--- src/rtl/uart_tx_arbiter_if.sv ---
// uart_tx_arbiter_if
//   Bundles the requester-side byte streams, the UART tx core handshake and
//   the arbiter status outputs into one interface.
//   Ports (signals):
//     req_valid/req_data/req_last  requester byte streams (N_REQ lanes, 8 bits each)
//     req_ready                    per-requester accept strobe
//     tx_valid/tx_data             byte offered to the tx core
//     tx_ready/tx_done             tx core accept and byte-finished pulse
//     grant_id/busy                current owner and grant-held flag
//     timeout_err/trunc_err        1-cycle error pulses
//   Modports:
//     master  the arbiter's view (it masters the tx core)
//     slave   the environment: requesters plus tx core
interface uart_tx_arbiter_if #(
  parameter int N_REQ = 4
);
  logic [N_REQ-1:0]   req_valid;
  logic [8*N_REQ-1:0] req_data;
  logic [N_REQ-1:0]   req_last;
  logic [N_REQ-1:0]   req_ready;
  logic               tx_valid;
  logic [7:0]         tx_data;
  logic               tx_ready;
  logic               tx_done;
  logic [2:0]         grant_id;
  logic               busy;
  logic               timeout_err;
  logic               trunc_err;

  modport master (
    input  req_valid, req_data, req_last, tx_ready, tx_done,
    output req_ready, tx_valid, tx_data, grant_id, busy, timeout_err, trunc_err
  );

  modport slave (
    output req_valid, req_data, req_last, tx_ready, tx_done,
    input  req_ready, tx_valid, tx_data, grant_id, busy, timeout_err, trunc_err
  );
endinterface

--- src/rtl/uart_tx_arbiter.sv ---
// uart_tx_arbiter
//   Shares one UART transmit core among N_REQ byte-stream requesters at
//   packet granularity. Round-robin grant, held until the owner's last byte
//   has finished shifting out, revoked after TIMEOUT idle cycles mid-packet
//   (0 disables) or released after MAX_PKT_LEN bytes.
//   Ports:
//     clk    single clock
//     reset  synchronous, active-high
//     bus    uart_tx_arbiter_if.master: requester streams, tx core handshake
//            and status (grant_id, busy, timeout_err, trunc_err)
module uart_tx_arbiter #(
  parameter int N_REQ       = 4,
  parameter int TIMEOUT     = 255,
  parameter int MAX_PKT_LEN = 64
) (
  input logic               clk,
  input logic               reset,
  uart_tx_arbiter_if.master bus
);

  typedef enum logic [1:0] {
    IDLE      = 2'd0,
    SEND      = 2'd1,
    WAIT_DONE = 2'd2
  } state_t;

  localparam logic [7:0] TIMEOUT_C = 8'(TIMEOUT);
  localparam logic [7:0] MAX_LEN_C = 8'(MAX_PKT_LEN);
  localparam logic [3:0] N_C       = 4'(N_REQ);
  localparam logic [2:0] LAST_IDX  = 3'(N_REQ - 1);

  state_t      state, state_next;
  logic [2:0]  rr_ptr, rr_ptr_next;
  logic [2:0]  grant_q, grant_next;
  logic        last_q, last_next;
  logic [7:0]  byte_cnt, byte_next;
  logic [7:0]  idle_cnt, idle_next;
  logic [2:0]  winner;
  logic        found;
  logic [3:0]  probe;

  // Requester lanes are padded to 8 so a 3-bit grant index always fits.
  logic [7:0]  valid_pad, last_pad;
  logic [63:0] data_pad;
  logic        cur_valid, cur_last;
  logic [7:0]  cur_data;

  assign valid_pad = 8'(bus.req_valid);
  assign last_pad  = 8'(bus.req_last);
  assign data_pad  = 64'(bus.req_data);
  assign cur_valid = valid_pad[grant_q];
  assign cur_last  = last_pad[grant_q];
  assign cur_data  = data_pad[{grant_q, 3'b000} +: 8];

  assign bus.grant_id = grant_q;
  assign bus.busy     = (state != IDLE);

  // Round-robin search starting at rr_ptr, wrapping modulo N_REQ.
  always_comb begin
    found  = 1'b0;
    winner = '0;
    probe  = '0;
    for (int k = 0; k < N_REQ; k++) begin
      probe = {1'b0, rr_ptr} + 4'(k);
      if (probe >= N_C) probe = probe - N_C;
      if (!found && valid_pad[probe[2:0]]) begin
        found  = 1'b1;
        winner = probe[2:0];
      end
    end
  end

  always_ff @(posedge clk) begin
    if (reset) begin
      state    <= IDLE;
      rr_ptr   <= '0;
      grant_q  <= '0;
      last_q   <= 1'b0;
      byte_cnt <= '0;
      idle_cnt <= '0;
    end else begin
      state    <= state_next;
      rr_ptr   <= rr_ptr_next;
      grant_q  <= grant_next;
      last_q   <= last_next;
      byte_cnt <= byte_next;
      idle_cnt <= idle_next;
    end
  end

  always_comb begin
    state_next      = state;
    rr_ptr_next     = rr_ptr;
    grant_next      = grant_q;
    last_next       = last_q;
    byte_next       = byte_cnt;
    idle_next       = idle_cnt;
    bus.tx_valid    = 1'b0;
    bus.tx_data     = '0;
    bus.req_ready   = '0;
    bus.timeout_err = 1'b0;
    bus.trunc_err   = 1'b0;

    case (state)
      IDLE: begin
        if (found) begin
          state_next  = SEND;
          grant_next  = winner;
          rr_ptr_next = (winner == LAST_IDX) ? 3'd0 : winner + 3'd1;
          byte_next   = '0;
          idle_next   = '0;
          last_next   = 1'b0;
        end
      end

      SEND: begin
        bus.tx_valid = cur_valid;
        bus.tx_data  = cur_data;
        for (int i = 0; i < N_REQ; i++) begin
          if (grant_q == 3'(i)) bus.req_ready[i] = bus.tx_ready;
        end
        // An accepted byte wins over a timeout expiring in the same cycle,
        // so a byte the requester saw as accepted is never thrown away.
        if (cur_valid && bus.tx_ready) begin
          last_next  = cur_last;
          byte_next  = (byte_cnt == 8'hFF) ? byte_cnt : byte_cnt + 8'd1;
          idle_next  = '0;
          state_next = WAIT_DONE;
        end else begin
          if (!cur_valid && idle_cnt != 8'hFF) idle_next = idle_cnt + 8'd1;
          if ((TIMEOUT != 0) && (idle_cnt >= TIMEOUT_C)) begin
            bus.timeout_err = 1'b1;
            state_next      = IDLE;
          end
        end
      end

      WAIT_DONE: begin
        if (bus.tx_done) begin
          if (last_q) begin
            state_next = IDLE;
          end else if (byte_cnt >= MAX_LEN_C) begin
            bus.trunc_err = 1'b1;
            state_next    = IDLE;
          end else begin
            state_next = SEND;
          end
        end
      end

      default: state_next = IDLE;
    endcase
  end

endmodule
--- src/flat_wrapper.sv ---
// flat-port wrapper written by rule: the top's interface ports become plain ports
module uart_tx_arbiter_flat 
#(
  parameter int N_REQ       = 4,
  parameter int TIMEOUT     = 255,
  parameter int MAX_PKT_LEN = 64
)
  (clk, reset, bus_req_valid, bus_req_data, bus_req_last, bus_tx_ready, bus_tx_done, bus_req_ready, bus_tx_valid, bus_tx_data, bus_grant_id, bus_busy, bus_timeout_err, bus_trunc_err);
  uart_tx_arbiter_if #(.N_REQ(N_REQ)) bus_i ();
  input logic clk;
  input logic reset;
  input wire logic [$bits(bus_i.req_valid)-1:0] bus_req_valid;
  input wire logic [$bits(bus_i.req_data)-1:0] bus_req_data;
  input wire logic [$bits(bus_i.req_last)-1:0] bus_req_last;
  input wire logic [$bits(bus_i.tx_ready)-1:0] bus_tx_ready;
  input wire logic [$bits(bus_i.tx_done)-1:0] bus_tx_done;
  output wire logic [$bits(bus_i.req_ready)-1:0] bus_req_ready;
  output wire logic [$bits(bus_i.tx_valid)-1:0] bus_tx_valid;
  output wire logic [$bits(bus_i.tx_data)-1:0] bus_tx_data;
  output wire logic [$bits(bus_i.grant_id)-1:0] bus_grant_id;
  output wire logic [$bits(bus_i.busy)-1:0] bus_busy;
  output wire logic [$bits(bus_i.timeout_err)-1:0] bus_timeout_err;
  output wire logic [$bits(bus_i.trunc_err)-1:0] bus_trunc_err;
  assign bus_i.req_valid = bus_req_valid;
  assign bus_i.req_data = bus_req_data;
  assign bus_i.req_last = bus_req_last;
  assign bus_i.tx_ready = bus_tx_ready;
  assign bus_i.tx_done = bus_tx_done;
  assign bus_req_ready = bus_i.req_ready;
  assign bus_tx_valid = bus_i.tx_valid;
  assign bus_tx_data = bus_i.tx_data;
  assign bus_grant_id = bus_i.grant_id;
  assign bus_busy = bus_i.busy;
  assign bus_timeout_err = bus_i.timeout_err;
  assign bus_trunc_err = bus_i.trunc_err;
  uart_tx_arbiter #(.N_REQ(N_REQ), .TIMEOUT(TIMEOUT), .MAX_PKT_LEN(MAX_PKT_LEN)) u_core (.clk(clk), .reset(reset), .bus(bus_i));
endmodule
--- config.mk ---
export PLATFORM = sky130hd
export DESIGN_NAME = uart_tx_arbiter_flat
export DESIGN_NICKNAME = d
export VERILOG_FILES = /design/src/rtl/uart_tx_arbiter_if.sv /design/src/rtl/uart_tx_arbiter.sv /design/src/flat_wrapper.sv
export SDC_FILE = /design/constraint.sdc
export NUM_CORES = 1
export LEC_CHECK = 0
export ABC_CLOCK_PERIOD_IN_PS = 2610
export BUFFER_PORTS_ARGS = -buffer_cell sky130_fd_sc_hd__buf_2
export CAP_MARGIN = 5
export CORE_MARGIN = 8
export CORE_UTILIZATION = 47
export CTS_CLUSTER_SIZE = 14
export DETAILED_ROUTE_END_ITERATION = 6
export PLACE_DENSITY = 0.81
export SLEW_MARGIN = 25
export SYNTH_ARGS = -nofsm -noshare
export SYNTH_HDL_FRONTEND = slang
export SYNTH_SLANG_ARGS = --single-unit
export TNS_END_PERCENT = 100
--- constraint.sdc ---
create_clock -name clk -period 2.61 [get_ports clk]
set_input_delay 0.1305 -clock clk [delete_from_list [all_inputs] [get_ports clk]]
set_output_delay 0.1305 -clock clk [all_outputs]
set_load 0.1 [all_outputs]
# Yosys cells after proc, flatten, opt, wreduce, memory -nomap -nowiden
# Index checks and enable logic that the tools add are counted.
op_classes:
  order_cmp: 11
  n_shift: 1
  eq_ne: 14
  n_reduce_logical: 18
  n_mux: 56
  addsub: 10
ops:
  columns: ["operator", "count"]
  rows:
  - ["64-bit by 7-bit indexed part select with 8-bit output", 1]
  - ["8-bit 2-to-1 mux", 6]
  - ["8-bit case mux with 2 select lines", 2]
  - ["3-bit 2-to-1 mux", 9]
  - ["1-bit 2-to-1 mux", 25]
  - ["3-bit by 4-bit less-than comparator with 1-bit output (second input constant)", 5]
  - ["1-bit binary-select mux with 3-bit select", 6]
  - ["8-bit by 1-bit adder with 8-bit output (second input constant)", 2]
  - ["4-bit by 3-bit >= comparator with 1-bit output (second input constant)", 3]
  - ["3-bit subtractor (second input constant)", 4]
  - ["2-bit 2-to-1 mux", 5]
  - ["3-bit by 2-bit == test with 1-bit output (second input constant)", 3]
  - ["3-bit AND reduction", 3]
  - ["3-bit by 2-bit adder with 4-bit output (second input constant)", 2]
  - ["8-bit == test (second input constant)", 1]
  - ["8-bit by 7-bit >= comparator with 1-bit output (second input constant)", 1]
  - ["8-bit >= comparator (second input constant)", 1]
  - ["8-bit inequality test (second input constant)", 1]
  - ["3-bit by 1-bit inequality test with 1-bit output (second input constant)", 2]
  - ["2-bit case mux with 3 select lines", 1]
  - ["1-bit logical AND", 5]
  - ["3-bit by 1-bit adder with 4-bit output (second input constant)", 1]
  - ["1-bit zero test", 4]
  - ["4-bit 2-to-1 mux", 1]
  - ["13 further kinds", 16]
word_totals:
  output_inout_bits: 19
  elab_cells: 116
  ff_bits: 25

# Depth between registers and ports, before layout
# Gate-level depths: netlist of the first run.
logic_depth:
  ltp_word: 16
  ltp_mapped: 12

# Worst setup path before layout of the first run
# No wires, ideal clock.
synth_timing:
  path_kind: "register to output"
  start: "register u_core.grant_q[0] (netlist: u_core.bus.grant_id[0])"
  end: "output bus_timeout_err"
  path_stages_with_launch: 5
  slack_ps: -1573
  t_arrival_ps: 4053
  t_required_ps: 2480
  n_path_buf: 1
  cell_sequence: "dfxtp_1 buf_6 mux4_2 a21o_1 nor3_1"
synth_via:
  elab_chain_len: 5
synth_lines:
  columns: ["element", "line_no", "rtl"]
  rows:
  - ["start: declaration", "uart_tx_arbiter.sv:34", "logic [2:0] grant_q, grant_next;"]
  - ["start signal: assignment", "uart_tx_arbiter.sv:84", "grant_q <= grant_next;"]
  - ["1-bit binary-select mux with 3-bit select", "uart_tx_arbiter.sv:51", "assign cur_valid = valid_pad[grant_q];"]
  - ["1-bit 2-to-1 mux (not written as such)", "uart_tx_arbiter.sv:51", null]
  - ["1-bit logical AND", "uart_tx_arbiter.sv:124", "if (cur_valid && bus.tx_ready) begin"]
  - ["1-bit 2-to-1 mux", "uart_tx_arbiter.sv:124", null]
  - ["1-bit 2-to-1 mux", "uart_tx_arbiter.sv:104", "case (state)"]
  - ["end: declaration", "flat_wrapper.sv:22", "output wire logic [$bits(bus_i.timeout_err)-1:0] bus_timeout_err;"]
# No other way between the ends. The select of a mux whose other input is x is not followed.

# Worst setup path in the final report of the first run
layout_timing:
  start: "register u_core.rr_ptr[0]"
  end: "register u_core.byte_cnt[7]"
layout_via:
  elab_chain_len: 16
  elab_cells_between_ends: 35
layout_lines:
  columns: ["element", "line_no", "rtl"]
  rows:
  - ["start: declaration", "uart_tx_arbiter.sv:33", "logic [2:0] rr_ptr, rr_ptr_next;"]
  - ["start signal: assignment", "uart_tx_arbiter.sv:83", "rr_ptr <= rr_ptr_next;"]
  - ["parallel branches: the longest is 13 deep, another holds 3-bit by 1-bit adder with 4-bit output", null, null]
  - ["1-bit 2-to-1 mux (*)", "uart_tx_arbiter.sv:66", "if (!found && valid_pad[probe[2:0]]) begin"]
  - ["2-bit by 1-bit inequality test with 1-bit output (no source line) (*)", null, null]
  - ["4-bit AND reduction (no source line) (*)", null, null]
  - ["end signal: assignment", "uart_tx_arbiter.sv:86", "byte_cnt <= byte_next;"]
  - ["end: declaration", "uart_tx_arbiter.sv:36", "logic [7:0] byte_cnt, byte_next;"]
# Every way passes the cells marked *. The select of a mux whose other input is x is not followed.
# A chain may end at the register's enable or synchronous reset.

==> parameters.txt, run 1 <==
Parameter                              Value

Pwr
  Switching Fraction    54.71%
  Worst-case vdd ir drop    467.0 uV
  Reg power frac    19.1%
  Relative contribution of combinational cells to total power    71.3%
  Clock share of power    9.6%
  Static Leakage    1.020 nW
  Internal cell power    1.115 mW
  Power spent charging and discharging nets    1.347 mW
  Pwr/cell area    963.3 mW/mm^2

Yosys
  Number of different library cells in the post-synthesis netlist    58
  Number of synthesized register bits    25
  Post-synthesis average cell area    9.063 um^2
  Most instantiated flip-flop cell in the synthesis netlist    sky130_fd_sc_hd__dfxtp_1
  Net count of the mapped netlist    279
  Gate count after technology mapping    230
  Ys async rst share    0%
  Area of the mapped netlist    0.002084 mm^2
  Number of flops mapped to enable cells by yosys    0
  Fraction of the yosys area taken by sequential cells    24.01%
  Syn. warnings    0

STA
  Maximum clock frequency    412.3 MHz
  Least-Margin Pin Slew    0.5686 ns
  Final-report max-slew violation count    0
  Relative slew margins    61.60%
  Final hold violation count    0
  Setup repair after global routing missed its margin    no
  Fin Clk Skew    0.01082 ns
  Worst hold slack across all endpoints    0.1686 ns
  Final clock period utilization by the worst path    92.93%
  Minimum period implied by the final worst setup slack    2.425 ns
  Total setup violations reported at the end of the flow    0

Route
  Drt drc    0
  Wire length after detailed routing    5.492 mm
  Post-detailed-route wirelength per cell    16.01 um
  Vias per cell    5.965
  Routed via count    2046
  Post-route antenna net violation count    0
  Starting DRT DRC Count    226
  Detailed-routing iteration count for the pre-antenna-repair pass    4

Floorplanning
  Overall die height    82.60 um
  Width of the chip    82.60 um
  Core area    0.004324 mm^2
  Number of top-level pins    63
  Starting density of the core    48.21%
  Site row count    24
  Die area    0.006822 mm^2

Final layout
  FF/Latch Area    501.7 um^2
  Area overhead of the layout relative to synthesis    22.63%
  Highest-count cells in the layout ignoring fill and taps    62 x sky130_fd_sc_hd__buf_2, 24 x sky130_fd_sc_hd__dfxtp_1, 23 x sky130_fd_sc_hd__nand2_1
  Leading cell type in the layout, fill and taps excluded    sky130_fd_sc_hd__buf_2
  Count of nets after finishing    341
  Antenna cells    0
  Post-route insts no fill    343
  Area taken by multi-input logic gates    0.001539 mm^2
  Share of post-route cells with drive strength above 1    40.89%
  Fill cell count    375

Global route
  Met1 layer usage reported by global route    18.49%
  Met2 Track Usage GR    27.56%
  Global-route wire length before repair    8.604 mm
  Gr usage total    15.62%
  Met3 routing resource usage after global routing    4.329%
  Number of global-route vias before repair    1889
  GRT Max-Usage Layer    met2
  Total grt overflow    0
  Maximum number of pins on one net before global-route repair    16
  Initial antenna violation count    0

Worst setup path
  Maximum fanout encountered on the critical timing path    7
  Startpoint Class    flip-flop
  Critical Path Sink Type    flip-flop
  Category of the critical setup timing path    reg2reg
  CP Data Required Time    2.81 ns
  Crit path from    u_core.rr_ptr[0]$_SDFFE_PP0P_
  Arrival @ worst endpoint    2.63 ns
  R2r startpoint    u_core.rr_ptr[0]$_SDFFE_PP0P_

Placed design
  Placer's final routability congestion estimate    0.9024
  Half-perimeter wire length of the detailed placement result    4.421 mm
  Number of instances in the placed design    339
  Port Buffer Count    62

Run status
  Outcome    finished, final reports clean

CTS
  Number of hold buffers added after cts    0
  Root Driver    sky130_fd_sc_hd__clkbuf_8
  H-tree depth    1
  Clock tree from TritonCTS    built
  Clock Pin Slew Worst Setup and Hold Paths    0.09 ns
  Post-CTS Setup Repair Bufs    0
  CTS Buffer Depth    2
  Clock insertion delay at the later pin of the skew report    0.28 ns
  Num Clock Sinks    25
  Post-cts gate resize count    0
  CTS Buf Count    3

Job
  Number of max-cap violations    0

Hold path
  Worst min path class    in2reg
  Startpoint of the most critical hold path    bus_tx_done
==> worst paths after layout <==
kind,end,slack [ns],depth (start not counted)
setup reg to reg,u_core.byte_cnt[7]$_SDFFE_PP0P_,0.18,8
hold / removal,u_core.state[1]$_SDFFE_PP0P_,0.17,4
hold reg to reg,u_core.idle_cnt[1]$_SDFFE_PP0P_,0.50,2
setup / recovery,u_core.byte_cnt[7]$_SDFFE_PP0P_,0.18,8
==> critical path, cell delays in order (launching register included) <==
cell	delay (ns)
sky130_fd_sc_hd__dfxtp_1	0.34
sky130_fd_sc_hd__inv_1	0.09
sky130_fd_sc_hd__ha_4	0.31
sky130_fd_sc_hd__mux4_2	0.50
sky130_fd_sc_hd__a21o_1	0.22
sky130_fd_sc_hd__buf_4	0.17
sky130_fd_sc_hd__o41ai_1	0.48
sky130_fd_sc_hd__nand2b_1	0.10
sky130_fd_sc_hd__mux2i_1	0.14
==> synth_stat cells, types with 6 or more instances <==
master                     n  share of area [%]
sky130_fd_sc_hd__inv_1    11                2.0
sky130_fd_sc_hd__nor2_1   12                2.2
sky130_fd_sc_hd__or4_1     6                2.2
sky130_fd_sc_hd__a21oi_1  13                3.1
sky130_fd_sc_hd__mux4_2   13                 14
sky130_fd_sc_hd__nand3_1  11                2.6
sky130_fd_sc_hd__o31ai_1   9                3.2
sky130_fd_sc_hd__nor2b_1  13                3.9
sky130_fd_sc_hd__o21ai_0   7                1.7
sky130_fd_sc_hd__nand2_1  23                4.1
sky130_fd_sc_hd__dfxtp_1  25                 24
==> cell families (layout without fill, tap and decap cells) <==
family	after synthesis	in the layout	synth area share [%]
simple gates	100	100	27.67
flops	25	25	24.01
buf+inv	23	84	6.062
mux	17	17	15.97
fa+ha+maj	5	5	3.001
compound gates	60	60	23.29
==> layer usage <==
metal  routed length [um]  vias up
li1                     -     1004
met1                 2173      948
met2                 2574       87
met3                  701        7
met4                   42        0
met5                    0        -
==> area by class of cell <==
class                           instances  area share [%]
Multi-Input combinational cell        182           60.21
Sequential cell                        25           19.63
Timing Repair Buffer                   69           14.19
Tap cell                               52           2.545
Clock buffer                            3           1.615
Inverter                               11           1.615
Clock inverter                          1          0.1958
==> power by group through the flow <==
stage	sequential (mW)	clock, mW	combinational (mW)
after floorplan	0.586	0	1.38
after global placement	0.477	0	1.72
after detailed placement	0.480	0	1.75
after CTS	0.471	0.239	1.76
after global routing	0.479	0.256	1.86
final	0.470	0.235	1.76
==> registers in the layout, summed over array words and instances, names as in the netlist <==
register             count
u_core.byte_cnt          8
u_core.idle_cnt          8
u_core.bus.grant_id      3
u_core.rr_ptr            3
u_core.state             2
u_core.last_q            1
==> through the flow <==
step	instance area, um^2	setup slack (ns)	utilization (%)	total power, mW	TNS, ns
after floorplan	2167	-0.4876	-	1.967	-0.4876
after global placement	2510	0.2468	58.04	2.201	0
after detailed placement	2510	0.2130	58.04	2.232	0
after CTS	2556	0.1761	59.11	2.469	0
after global routing	2556	0.01936	59.11	2.595	0
final	2556	0.1846	59.11	2.462	0
Power figures use the tool's default switching activity.
==> inputs of run 2 (changes only) <==
- REMOVE_ABC_BUFFERS: unset -> 1
==> run 2 against run 1 <==
Combinational power down 3%. Global-route usage is 0.99 points higher. Core utilization fell by 0.93 points. Power fell by 2.6%. Critical path depth up 1. Sequential power barely moved. Count of clock-buffer cells in the layout rose by 1. First-iteration DRC count down 40%. Flip-flop and latch count unchanged. Die area did not move. Critical endpoint is now u_core.byte_cnt[5]$_SDFFE_PP0P_.
==> parameters.txt, run 2 (synthesis gave the netlist of run 1 again) <==
Parameter                              Value

CTS
  Num Clock Sinks    25 (unchanged)
  CTS Buffer Depth    2 (unchanged)
  Clock Pin Slew Worst Setup and Hold Paths    0.09 ns (about the same)
  CTS Buf Count    3 (unchanged)
  Root Driver    sky130_fd_sc_hd__clkbuf_8
  Number of hold buffers added after cts    0 (unchanged)
  Post-CTS Setup Repair Bufs    0 (unchanged)
  H-tree depth    1 (unchanged)
  Clock insertion delay at the later pin of the skew report    0.27 ns (about the same)
  Post-cts gate resize count    0 (unchanged)
  Clock tree from TritonCTS    built

Global route
  Number of global-route vias before repair    2049 (+8.5%)
  Global-route wire length before repair    9.177 mm (+6.7%)
  Total grt overflow    0 (unchanged)
  Gr usage total    16.61% (+0.99 points)
  Initial antenna violation count    0 (unchanged)
  Maximum number of pins on one net before global-route repair    16 (unchanged)

Worst setup path
  Maximum fanout encountered on the critical timing path    14 (+7)
  Critical Path Sink Type    flip-flop
  Category of the critical setup timing path    reg2reg
  Cell count of the worst reg-to-reg path    9 (+1)
  Arrival @ worst endpoint    2.65 ns (+0.02 ns)
  Startpoint Class    flip-flop
  CP Data Required Time    2.82 ns (about the same)
  Flop-to-flop setup slack    0.17 ns (about the same)

Route
  Routed via count    2019 (-1.3%)
  Post-route antenna net violation count    0 (unchanged)
  Vias per cell    5.852 (-1.9%)
  Detailed-routing iteration count for the pre-antenna-repair pass    4 (unchanged)
  Drt drc    0 (unchanged)
  Starting DRT DRC Count    136 (-40%)
  Wire length after detailed routing    5.536 mm (+0.80%)
  Post-detailed-route wirelength per cell    16.05 um (+0.22%)

Placed design
  DP Worst Slack    0.2091 ns (-0.003940 ns)
  Placer's final routability congestion estimate    0.8992 (-0.35%)
  Half-perimeter wire length of the detailed placement result    4.256 mm (-3.7%)
  Port Buffer Count    62 (unchanged)

Floorplanning
  Width of the chip    82.60 um (unchanged)
  Overall die height    82.60 um (unchanged)
  Core area    0.004324 mm^2 (unchanged)
  Number of top-level pins    63 (unchanged)
  Die area    0.006822 mm^2 (unchanged)
  Starting density of the core    48.21% (unchanged)
  Site row count    24 (unchanged)

STA
  Final WS setup    0.1702 ns (-0.01441 ns)
  Maximum clock frequency    409.9 MHz (-0.59%)
  Relative slew margins    68.17% (+6.6 points)
  Least-Margin Pin Slew    0.4713 ns (-0.09729 ns)
  Setup TNS    0 ns (unchanged)
  Final clock period utilization by the worst path    93.48% (+0.55 points)
  Final hold violation count    0 (unchanged)
  Setup repair after global routing missed its margin    no
  Fin Clk Skew    0.004193 ns (-0.006625 ns)
  Worst hold slack across all endpoints    0.1965 ns (+0.02795 ns)
  Minimum period implied by the final worst setup slack    2.440 ns (+0.01441 ns)
  Final-report max-slew violation count    0 (unchanged)
  Total setup violations reported at the end of the flow    0 (unchanged)

Final layout
  Largest registers    u_core.byte_cnt x8, u_core.idle_cnt x8
  Count of nets after finishing    343 (+0.59%)
  Util after Layout    58.19% (-0.93 points)
  Area overhead of the layout relative to synthesis    20.71%
  Highest-count cells in the layout ignoring fill and taps    61 x sky130_fd_sc_hd__buf_2, 25 x sky130_fd_sc_hd__dfxtp_1, 23 x sky130_fd_sc_hd__nand2_1
  Fill cell count    408 (+8.8%)
  Leading cell type in the layout, fill and taps excluded    sky130_fd_sc_hd__buf_2
  Antenna cells    0 (unchanged)
  Share of post-route cells with drive strength above 1    35.84% (-5.1 points)

Pwr
  Power spent charging and discharging nets    1.318 mW (-2.1%)
  Clock share of power    9.6% (about the same)
  Reg power frac    19.7% (+0.6 points)
  Internal cell power    1.081 mW (-3.1%)
  Switching Fraction    54.95% (+0.24 points)
  Relative contribution of combinational cells to total power    70.7% (-0.6 points)
  Worst-case vdd ir drop    780.0 uV (+67%)
  Static Leakage    1.003 nW (-1.6%)
  Pwr/cell area    953.5 mW/mm^2 (-1.0%)

Hold path
  Count of cells along the worst hold path    2 (-2)
  Worst min path class    in2reg

Job
  Number of max-cap violations    0 (unchanged)

Run status
  Outcome    finished, final reports clean
[run 2: worst paths after layout]
| path | from | end |
|---|---|---|
| worst max register to register | u_core.rr_ptr[0]$_SDFFE_PP0P_ | u_core.byte_cnt[5]$_SDFFE_PP0P_ |
| worst min register to register | u_core.byte_cnt[5]$_SDFFE_PP0P_ | u_core.byte_cnt[5]$_SDFFE_PP0P_ |
| worst max-delay path | u_core.rr_ptr[0]$_SDFFE_PP0P_ | u_core.byte_cnt[5]$_SDFFE_PP0P_ |
| worst min-delay path | reset | u_core.rr_ptr[1]$_SDFFE_PP0P_ |
[run 2: power groups by stage]
stage / Clock [mW] / Sequential, mW / Combinational, mW
6_report: 0.231 / 0.472 / 1.70
5_1_grt: 0.252 / 0.478 / 1.81
4_1_cts: 0.241 / 0.470 / 1.68
3_5_place_dp: 0 / 0.478 / 1.68
3_3_place_gp: 0 / 0.474 / 1.65
2_1_floorplan: 0 / 0.657 / 1.15
[run 2: routing by layer]
metal  vias up  GRT usage (%)  share of wire (%)
met5         -              0                  0
met4         0          6.897                1.6
met3         7          2.381                3.5
met2        40          29.05                 51
met1       956          19.87                 44
li1       1016              -                  -
[run 2: cell type report]
| type | count | area [um^2] | share of cell area [%] |
|---|---|---|---|
| inverters | 11 | 41.29 | 1.641 |
| flip-flops and latches | 25 | 500.5 | 19.89 |
| repair buffers | 71 | 392.9 | 15.61 |
| multi-input cells | 182 | 1471 | 58.48 |
| clock buffers | 4 | 45.04 | 1.790 |
| well taps | 52 | 65.06 | 2.586 |
[run 2: critical path, stage by stage (launching register included)]
cell and delay, ns:
sky130_fd_sc_hd__dfxtp_1 0.34, sky130_fd_sc_hd__inv_1 0.07, sky130_fd_sc_hd__ha_1 0.32, sky130_fd_sc_hd__mux4_2 0.35, sky130_fd_sc_hd__a21o_1 0.19, sky130_fd_sc_hd__buf_4 0.20, sky130_fd_sc_hd__nor4_4 0.05, sky130_fd_sc_hd__buf_4 0.19
sky130_fd_sc_hd__or4_1 0.51, sky130_fd_sc_hd__a21oi_1 0.14
[run 2: per-stage QoR]
stage          total power, mW  area (um^2)  std cells
2_1_floorplan            1.811         1999        218
3_3_place_gp             2.124         2457        341
3_5_place_dp             2.154         2457        341
4_1_cts                  2.390         2502        345
5_1_grt                  2.545         2516        345
6_report                 2.399         2516        345
